### config.mk
export PLATFORM = sky130hd
export DESIGN_NAME = iic_slave_regs
export DESIGN_NICKNAME = d
export VERILOG_FILES = /design/src/rtl/iic_pkg.sv /design/src/rtl/iic_in_filter.sv /design/src/rtl/iic_slave_regs.sv
export SDC_FILE = /design/constraint.sdc
export NUM_CORES = 1
export LEC_CHECK = 0
export CAP_MARGIN = 10
export CORE_UTILIZATION = 50
export DETAILED_ROUTE_END_ITERATION = 8
export PLACE_DENSITY = 0.72
export SLEW_MARGIN = 40
export SYNTH_ARGS = -nofsm -noshare
export SYNTH_HDL_FRONTEND = slang
export SYNTH_SLANG_ARGS = --single-unit
### constraint.sdc
create_clock -name sys_clk -period 3.4 [get_ports sys_clk]
set_input_delay 0.68 -clock sys_clk [delete_from_list [all_inputs] [get_ports sys_clk]]
set_output_delay 0.68 -clock sys_clk [all_outputs]
set_load 0.05 [all_outputs]
### src/rtl/iic_pkg.sv
// rtl/iic_pkg.sv - shared types and constants for the I2C register target
//
// Purpose: state encoding, R/W bit meaning and register-address geometry
// shared by the I2C target blocks.
// Ports: none (package).
package iic_pkg;

  typedef enum logic [3:0] {
    IDLE,
    DEV_ADDR,
    DEV_ACK,
    ADDR_HI,
    ADDR_HI_ACK,
    ADDR_LO,
    ADDR_LO_ACK,
    WR_DATA,
    WR_ACK,
    RD_DATA,
    RD_ACK,
    IGNORE
  } iic_state_e;

  localparam logic RW_WRITE   = 1'b0;
  localparam logic RW_READ    = 1'b1;
  localparam int   ADDR_BYTES = 2;

endpackage

### src/rtl/iic_in_filter.sv
// rtl/iic_in_filter.sv - synchronizer, glitch filter and edge detect for one bus line
//
// Purpose: brings an asynchronous open-drain bus line into the sys_clk domain,
// rejects pulses shorter than FILTER_LEN samples and flags accepted edges.
// Ports:
//   clk_i    system clock
//   rst_n_i  synchronous active-low reset (filtered level resets to 1)
//   din_i    raw asynchronous line
//   level_o  filtered level
//   rise_o   one-cycle pulse when level_o goes 0->1
//   fall_o   one-cycle pulse when level_o goes 1->0
module iic_in_filter #(
  parameter int SYNC_STAGES = 2,
  parameter int FILTER_LEN  = 3
) (
  input  logic clk_i,
  input  logic rst_n_i,
  input  logic din_i,
  output logic level_o,
  output logic rise_o,
  output logic fall_o
);

  localparam int CW = $clog2(FILTER_LEN + 1);

  logic [SYNC_STAGES-1:0] sync_q;
  logic [CW-1:0]          cnt_q;
  logic                   level_q;
  logic                   rise_q;
  logic                   fall_q;

  // cnt_q counts consecutive synchronized samples that disagree with the
  // accepted level; any agreeing sample restarts the count.
  always_ff @(posedge clk_i) begin
    if (!rst_n_i) begin
      sync_q  <= '1;
      cnt_q   <= '0;
      level_q <= 1'b1;
      rise_q  <= 1'b0;
      fall_q  <= 1'b0;
    end else begin
      sync_q <= {sync_q[SYNC_STAGES-2:0], din_i};
      rise_q <= 1'b0;
      fall_q <= 1'b0;
      if (sync_q[SYNC_STAGES-1] == level_q) begin
        cnt_q <= '0;
      end else if (cnt_q == CW'(FILTER_LEN - 1)) begin
        level_q <= ~level_q;
        cnt_q   <= '0;
        rise_q  <= ~level_q;
        fall_q  <= level_q;
      end else begin
        cnt_q <= cnt_q + 1'b1;
      end
    end
  end

  assign level_o = level_q;
  assign rise_o  = rise_q;
  assign fall_o  = fall_q;

endmodule

### src/rtl/iic_slave_regs.sv
// rtl/iic_slave_regs.sv - I2C target with 16-bit register pointer and 8-bit data
//
// Purpose: responds at DEV_ADDR, takes a two-byte register pointer, then
// writes data bytes (reg_wr_en) or reads them (reg_rd_req / reg_rd_data),
// auto-incrementing the pointer. Open-drain: only ever pulls SDA low.
// Ports:
//   sys_clk, sys_rst_n   clock and synchronous active-low reset
//   scl, sda_in          asynchronous bus inputs
//   sda_out, sda_out_en  open-drain data value (0) and pull-low enable
//   reg_wr_en            one-cycle write strobe with reg_addr / reg_wr_data
//   reg_rd_req           one-cycle read request with reg_addr
//   reg_rd_data          read data, sampled one cycle after reg_rd_req
//   busy                 addressed transaction in progress
module iic_slave_regs
  import iic_pkg::*;
#(
  parameter logic [6:0] DEV_ADDR    = 7'h2B,
  parameter int         SYNC_STAGES = 2,
  parameter int         FILTER_LEN  = 3
) (
  input  logic        sys_clk,
  input  logic        sys_rst_n,
  input  logic        scl,
  input  logic        sda_in,
  output logic        sda_out,
  output logic        sda_out_en,
  output logic        reg_wr_en,
  output logic [15:0] reg_addr,
  output logic [7:0]  reg_wr_data,
  output logic        reg_rd_req,
  input  logic [7:0]  reg_rd_data,
  output logic        busy
);

  localparam int PTR_W = ADDR_BYTES * 8;

  logic scl_lvl, scl_rise, scl_fall;
  logic sda_lvl, sda_rise, sda_fall;

  iic_in_filter #(.SYNC_STAGES(SYNC_STAGES), .FILTER_LEN(FILTER_LEN)) u_scl_filt (
    .clk_i(sys_clk), .rst_n_i(sys_rst_n), .din_i(scl),
    .level_o(scl_lvl), .rise_o(scl_rise), .fall_o(scl_fall)
  );

  iic_in_filter #(.SYNC_STAGES(SYNC_STAGES), .FILTER_LEN(FILTER_LEN)) u_sda_filt (
    .clk_i(sys_clk), .rst_n_i(sys_rst_n), .din_i(sda_in),
    .level_o(sda_lvl), .rise_o(sda_rise), .fall_o(sda_fall)
  );

  iic_state_e       state_q, state_d;
  logic [3:0]       bit_cnt_q, bit_cnt_d;
  logic [7:0]       shift_q, shift_d;
  logic [7:0]       tx_q, tx_d;
  logic [PTR_W-1:0] ptr_q, ptr_d;
  logic             rw_q, rw_d;
  logic             ack_drv_q, ack_drv_d;
  logic             busy_q, busy_d;
  logic             oe_q, oe_d;
  logic             wr_en_q, wr_en_d;
  logic [7:0]       wr_data_q, wr_data_d;
  logic             rd_req_q, rd_req_d;
  logic             rd_pend_q, rd_pend_d;

  logic       start_det, stop_det;
  logic [7:0] rx_byte;

  assign start_det = sda_fall & scl_lvl;
  assign stop_det  = sda_rise & scl_lvl;
  assign rx_byte   = {shift_q[6:0], sda_lvl};

  // The DEV_ADDR parameter shadows the state of the same name, so states
  // are referenced through the package scope where the two could collide.
  always_comb begin
    state_d   = state_q;
    bit_cnt_d = bit_cnt_q;
    shift_d   = shift_q;
    tx_d      = tx_q;
    ptr_d     = ptr_q;
    rw_d      = rw_q;
    ack_drv_d = ack_drv_q;
    busy_d    = busy_q;
    oe_d      = oe_q;
    wr_en_d   = 1'b0;
    wr_data_d = wr_data_q;
    rd_req_d  = 1'b0;
    rd_pend_d = rd_req_q;

    // Pointer advances the cycle after the write strobe so the strobe
    // carries the un-incremented address.
    if (wr_en_q) ptr_d = ptr_q + 1'b1;
    if (rd_pend_q) tx_d = reg_rd_data;

    if (start_det) begin
      state_d   = iic_pkg::DEV_ADDR;
      bit_cnt_d = '0;
      oe_d      = 1'b0;
      ack_drv_d = 1'b0;
    end else if (stop_det) begin
      state_d   = IDLE;
      oe_d      = 1'b0;
      busy_d    = 1'b0;
      ack_drv_d = 1'b0;
    end else begin
      case (state_q)
        iic_pkg::DEV_ADDR, ADDR_HI, ADDR_LO, WR_DATA: begin
          if (scl_rise) begin
            shift_d   = rx_byte;
            bit_cnt_d = bit_cnt_q + 1'b1;
            if (bit_cnt_q == 4'd7) begin
              bit_cnt_d = '0;
              case (state_q)
                iic_pkg::DEV_ADDR: begin
                  if (rx_byte[7:1] == DEV_ADDR) begin
                    state_d = DEV_ACK;
                    busy_d  = 1'b1;
                    rw_d    = rx_byte[0];
                  end else begin
                    state_d = IGNORE;
                    busy_d  = 1'b0;
                  end
                end
                ADDR_HI: begin
                  ptr_d[15:8] = rx_byte;
                  state_d     = ADDR_HI_ACK;
                end
                ADDR_LO: begin
                  ptr_d[7:0] = rx_byte;
                  state_d    = ADDR_LO_ACK;
                end
                default: begin
                  wr_en_d   = 1'b1;
                  wr_data_d = rx_byte;
                  state_d   = WR_ACK;
                end
              endcase
            end
          end
        end
        // First fall drives the ACK, second fall releases it and moves on.
        DEV_ACK, ADDR_HI_ACK, ADDR_LO_ACK, WR_ACK: begin
          if (scl_fall) begin
            if (!ack_drv_q) begin
              oe_d      = 1'b1;
              ack_drv_d = 1'b1;
              if (state_q == DEV_ACK && rw_q == RW_READ) rd_req_d = 1'b1;
            end else begin
              oe_d      = 1'b0;
              ack_drv_d = 1'b0;
              bit_cnt_d = '0;
              case (state_q)
                DEV_ACK: begin
                  if (rw_q == RW_WRITE) begin
                    state_d = ADDR_HI;
                  end else begin
                    // Same fall that ends the ACK presents the first read bit.
                    state_d = RD_DATA;
                    oe_d    = ~tx_q[7];
                    tx_d    = {tx_q[6:0], 1'b0};
                  end
                end
                ADDR_HI_ACK: state_d = ADDR_LO;
                default:     state_d = WR_DATA;
              endcase
            end
          end
        end
        RD_DATA: begin
          if (scl_rise) begin
            bit_cnt_d = bit_cnt_q + 1'b1;
          end else if (scl_fall) begin
            if (bit_cnt_q == 4'd8) begin
              oe_d    = 1'b0;
              state_d = RD_ACK;
            end else begin
              oe_d = ~tx_q[7];
              tx_d = {tx_q[6:0], 1'b0};
            end
          end
        end
        RD_ACK: begin
          if (scl_rise) begin
            if (!sda_lvl) begin
              ptr_d     = ptr_q + 1'b1;
              rd_req_d  = 1'b1;
              bit_cnt_d = '0;
              state_d   = RD_DATA;
            end else begin
              state_d = IGNORE;
            end
          end
        end
        default: ;
      endcase
    end
  end

  always_ff @(posedge sys_clk) begin
    if (!sys_rst_n) begin
      state_q   <= IDLE;
      bit_cnt_q <= '0;
      shift_q   <= '0;
      tx_q      <= '0;
      ptr_q     <= '0;
      rw_q      <= RW_WRITE;
      ack_drv_q <= 1'b0;
      busy_q    <= 1'b0;
      oe_q      <= 1'b0;
      wr_en_q   <= 1'b0;
      wr_data_q <= '0;
      rd_req_q  <= 1'b0;
      rd_pend_q <= 1'b0;
    end else begin
      state_q   <= state_d;
      bit_cnt_q <= bit_cnt_d;
      shift_q   <= shift_d;
      tx_q      <= tx_d;
      ptr_q     <= ptr_d;
      rw_q      <= rw_d;
      ack_drv_q <= ack_drv_d;
      busy_q    <= busy_d;
      oe_q      <= oe_d;
      wr_en_q   <= wr_en_d;
      wr_data_q <= wr_data_d;
      rd_req_q  <= rd_req_d;
      rd_pend_q <= rd_pend_d;
    end
  end

  assign sda_out     = 1'b0;
  assign sda_out_en  = oe_q;
  assign reg_wr_en   = wr_en_q;
  assign reg_addr    = ptr_q;
  assign reg_wr_data = wr_data_q;
  assign reg_rd_req  = rd_req_q;
  assign busy        = busy_q;

endmodule

Word-level counts from Yosys, hierarchy flattened:

Index checks and enable logic that the tools add are counted.

* register bits: 68
* bits in latches: 0
* RAM bits: 0
* memory bits (read-only): 0
* bits of input ports: 12
* output and inout port bits: 29
* word-level logic and storage cells: 175
* memories: 0

* add/sub/neg operators: 4
* $mul: 0
* divide/modulo/power cells: 0
* magnitude comparators: 0
* equality and inequality tests: 35
* shifts and indexed selects: 0
* muxes and demuxes: 67
* bitwise operators: 16
* reduce and logical (&&, ||, !) cells: 29

Operators with widths (count)
* 2-to-1 mux 16 bit: 7
* 2-to-1 mux 8 bit: 12
* 2-to-1 mux 4 bit: 17
* one-hot mux 16 bit (2 select lines): 1
* one-hot mux 4 bit (4 select lines): 2
* 2-to-1 mux 1 bit: 22
* equality test 4 x 3 -> 1 bit, second input constant: 5
* AND reduction 9 bit: 2
* OR reduction 3 bit: 6
* adder 16 x 1 -> 16 bit, second input constant: 1
* equality test 4 bit, second input constant: 4
* inequality test 4 x 3 -> 1 bit, second input constant: 4
* inequality test 4 bit, second input constant: 4
* one-hot mux 8 bit (2 select lines): 1
* NOT 1 bit: 14
* one-hot mux 4 bit (3 select lines): 1
* inequality test 2 x 1 -> 1 bit, second input constant: 5
* inequality test 2 bit, second input constant: 5
* nonzero test 2 bit: 5
* equality test 4 x 2 -> 1 bit, second input constant: 2
* one-hot mux 4 bit (2 select lines): 1
* AND reduction 4 bit: 2
* AND reduction 8 bit: 1
* OR reduction 4 bit: 2
* other kinds (18): 25

Logic depth before layout (Yosys ltp):

* depth after elaboration: 8
* gate-level depth with buffers: 7
* mapped depth without buffers: 7

Modules after synthesis:

From an unflattened synthesis, not the netlist that was laid out.

* cells, all modules: 429
* area total of the unflattened synthesis: 3764.9 um2

By module, submodules not included
* iic_slave_regs: times used 1, cells an instance 391, area each 3309.4 um2, sequential area each 1081.0 um2
* iic_in_filter: times used 2, cells an instance 19, area each 227.7 um2, sequential area each 140.1 um2

Worst setup path before layout:

No wires, ideal clock.

* path kind: flip-flop to flip-flop
* start point: reg ptr_q[7], in the netlist reg_addr[7]
* end point: reg ptr_q[14], in the netlist reg_addr[14]
* library setup time: 122 ps
* arrival time: 1971 ps
* required time: 3278 ps
* setup slack: 1308 ps
* cell stages (with the launch flop): 8
* path buffers: 2
* period minus slack after synthesis: 2092 ps
* cell sequence: dfxtp_1 buf_2 and4_1 clkbuf_1 and2_1 nand3_1 xnor2_1 a221o_1

* word-level cells in the longest chain between the ends: 8
* elaborated cells between the ends (all ways): 10
* those cells by class: add/sub: 1; mux: 9

RTL lines
* start, declared: RTL line iic_slave_regs.sv:54 `logic [PTR_W-1:0] ptr_q, ptr_d;`
* start signal, assigned: RTL line iic_slave_regs.sv:217 `ptr_q <= ptr_d;`
* adder 16 x 1 -> 16 bit (*): RTL line iic_slave_regs.sv:90, iic_slave_regs.sv:183
* 2-to-1 mux 16 bit: RTL line iic_slave_regs.sv:90 `if (wr_en_q) ptr_d = ptr_q + 1'b1;`
* 2-to-1 mux 8 bit: RTL line iic_slave_regs.sv:111 `case (state_q)`
* 2-to-1 mux 16 bit: RTL line iic_slave_regs.sv:109 `if (bit_cnt_q == 4'd7) begin`
* 2-to-1 mux 16 bit: RTL line iic_slave_regs.sv:106 `if (scl_rise) begin`
* one-hot mux 16 bit (2 select lines): RTL line iic_slave_regs.sv:104 `case (state_q)`
* 2-to-1 mux 16 bit: RTL line iic_slave_regs.sv:98 `end else if (stop_det) begin`
* 2-to-1 mux 16 bit (*): RTL line iic_slave_regs.sv:93 `if (start_det) begin`

Every way passes the cells marked *; elsewhere a longest branch is shown, timed or not.
A chain may end at the register's enable or synchronous reset.

Final worst setup path:

* start point: reg state_q[3]
* end point: reg ptr_q[15], in the netlist reg_addr[15]

* word-level cells in the longest chain between the ends: 7
* elaborated cells between the ends (all ways): 12
* those cells by class: eq/ne: 5; mux: 6; reduce/logical: 1

RTL lines
* start, declared: RTL line iic_slave_regs.sv:50 `iic_state_e state_q, state_d;`
* start signal, assigned: RTL line iic_slave_regs.sv:213 `state_q <= state_d;`
* equality test 4 x 2 -> 1 bit: RTL line iic_slave_regs.sv:104, iic_slave_regs.sv:111
* 2-to-1 mux 8 bit: RTL line iic_slave_regs.sv:111
* 2-to-1 mux 16 bit: RTL line iic_slave_regs.sv:109
* 2-to-1 mux 16 bit: RTL line iic_slave_regs.sv:106
* one-hot mux 16 bit (2 select lines) (*): RTL line iic_slave_regs.sv:104
* 2-to-1 mux 16 bit (*): RTL line iic_slave_regs.sv:98
* 2-to-1 mux 16 bit (*): RTL line iic_slave_regs.sv:93

Marked as above.

==> metrics.yaml <==
status: "complete, no violations"
post_cts_buffers: 0
drt_iter0_drc: 305
clkPwrFrac: 0.470
fp.dieH_um: 89.1
hold_buffers: 0
min_period_over_period: 0.742
post_cts_resized: 0
synthCells: 437
clkLatencyLatePin_ns: 0.34
syn_nets: 454
drv_slew: 0
cts_tree: "yes"
tightestPinTransition_ns: 0.801
die_area_um2: 7940
power_frac_comb: 0.027
seqPwrFrac: 0.503
hold_viol_final: 0
async_reset_ff_frac: 0
route.vias.total: 3441
grt.total_usage: 0.249
antenna_cells: 0
synth.avg_cell_area_um2: 8.68
hold_class: "reg2reg"
wl_met1_um: 4380
ant_nets: 0
ir_drop_v: 0.000316
vias_per_cell: 6.10
top_layer: "met4"
r2r_setup_slack_ns: 0.88
switching_share: 0.225
syn_area_um2: 3790
synth_area_leaders: "dfxtp_1 36%, mux2i_1 7.9%, nor2_1 4.7%, nand3_1 3.2%, xor2_1 2.5%"
clk_path_buf_depth: 2
cp_max_fo: 23
wl_met2_um: 4250
die_x_um: 89.1
path_clk_slew_ns: 0.08
crit_required_ns: 3.64
critPathLaunchType: "flop"
reg2reg_to: "reg_addr[15]"
hold_start: "u_sda_filt.cnt_q[0]"
start_util: 0.520
fmax_mhz: 397
antenna_found_initial: 0
avgRoutedWirePerCell_um: 16.7
min_path_cells: 1
finalClockSkew_ns: 0.0107
htreeDepth: 3
hpwl_um: 6540
p_leak_uw: 0.00162
p_int_uw: 1230
finalSetupViolCount: 0
ys_types: 70
wl_met3_um: 679
grt_max_degree: 25
syn2layout_area_growth_pct: 16.8
gp_congestion: 0.859
fin_crit_ns: 2.52
r2r-start: "state_q[3]"
yosys.area.top_type: "dfxtp_1"
drc: 0
finalSetupTns_ns: 0
grt_pass1_vias: 3069
holdWs_ns: 0.411
grt_pass1_wl_um: 15200
clock_sinks: 68
power_density_nw_per_um2: 359
crit_arrival_ns: 2.76
layout_common_cells: "68 x dfxtp_1, 47 x nor2_1, 39 x clkdlybuf4s50_1"
synth_edf_count: 0
reg2regPathDepth: 5
cts_buffers: 9
slew_headroom: 0.465
gr-total-overflow: 0
rows: 31
min_to: "u_sda_filt.cnt_q[0]"
drv_cap: 0
endpoint_kind: "flop"
layout_commonest_cell: "dfxtp_1"
port_buffers: 39
synth_flop_cell: "dfxtp_1"
routed_wl_um: 9410
core_area_um2: 7290
rsz0062_at_grt: "no"
synth_seq_cells: 68
yosys_warnings: 0
ios: 41
root_buffer: "clkbuf_8"
ys_seq_area_frac: 0.359
finish.net_count: 477
p_sw_uw: 358
dr.pass1.iters: 5
synth_top_area_frac: 0.359
criticalPathCategory: "reg2reg"
drive_above_1_share: 0.0925
[stage by stage]
stage	total power [µW]	instances	instance area [µm²]	util	worst slack, ns
global route	1640	564	4430	0.608	0.763
floorplan	841	437	3790	-	1.31
CTS	1600	564	4430	0.608	0.949
detailed placement	861	548	4210	0.577	0.765
finish	1590	564	4430	0.608	0.878
global placement	860	548	4210	0.577	0.833
[worst max-delay path by stage]
stage / startpoint / endpoint / slack (ns) / depth (start not counted)
after global routing: state_q[3] / reg_addr[15] / 0.76 / 5
after global placement: sys_rst_n / reg_addr[8] / 0.83 / 5
after detailed placement: sys_rst_n / reg_addr[12] / 0.77 / 6
after CTS: reg_wr_en / reg_wr_en / 0.95 / 2
after floorplan: reg_addr[7] / reg_addr[14] / 1.31 / 7
final: state_q[3] / reg_addr[15] / 0.88 / 5
[power by group through the flow]
stage | logic [µW] | clock network [µW] | registers [µW]
5_1_grt | 46.2 | 798 | 801
3_3_place_gp | 41.3 | 0 | 819
3_5_place_dp | 42.3 | 0 | 819
4_1_cts | 42.5 | 758 | 800
2_1_floorplan | 23.0 | 0 | 819
6_report | 42.7 | 748 | 800
[flip-flops by register name (all words and copies together), names as in the netlist, 2 cells and up]
signal             count
bit_cnt_q              4
u_sda_filt.sync_q      2
tx_q                   8
u_scl_filt.cnt_q       2
u_sda_filt.cnt_q       2
state_q                4
reg_addr              16
u_scl_filt.sync_q      2
reg_wr_data            8
shift_q                7
[critical path, stage by stage (launching register included)]
cell	delay, ns
dfxtp_1	0.85
and4bb_1	0.34
o21ai_1	0.16
o31ai_2	0.63
o221ai_1	0.23
a22o_1	0.20
[synth_stat cells (6+ instances only)]
cell / count
nand2b_1: 12
clkbuf_1: 10
nor3_1: 8
o21ai_0: 9
mux2_2: 7
a31oi_1: 9
nand3_1: 24
a21oi_1: 13
inv_1: 8
a211oi_1: 6
nor3b_1: 7
xor2_1: 11
nand2_1: 20
nor2_1: 47
xnor2_1: 9
mux2i_1: 30
buf_2: 16
o21ai_1: 8
dfxtp_1: 68
nand4_1: 13
[layout make-up]
class	count	area, µm²
repair buffers	45	435
well taps	99	124
clock buffers	9	124
multi-input cells	326	2250
flip-flops and latches	68	1360
clock inverters	7	98.8
fillers	661	2860
inverters	10	37.5
[per-layer routing]
layer | GRT usage | vias to the layer above
met1 | 0.347 | 1635
met4 | 0.0519 | 0
li1 | - | 1651
met3 | 0.0600 | 11
met2 | 0.392 | 144
met5 | 0 | -
[cell families after synthesis]
group,share of synthesized area
AOI/OAI and AO/OA,0.175
xor gates and xnor gates,0.0462
adders and majority gates,0.0165
buffers and inverters,0.0498
DFF,0.359
muxes,0.0999
other,0.000988
and+or+nand+nor,0.253
Power figures use the tool's default switching activity.
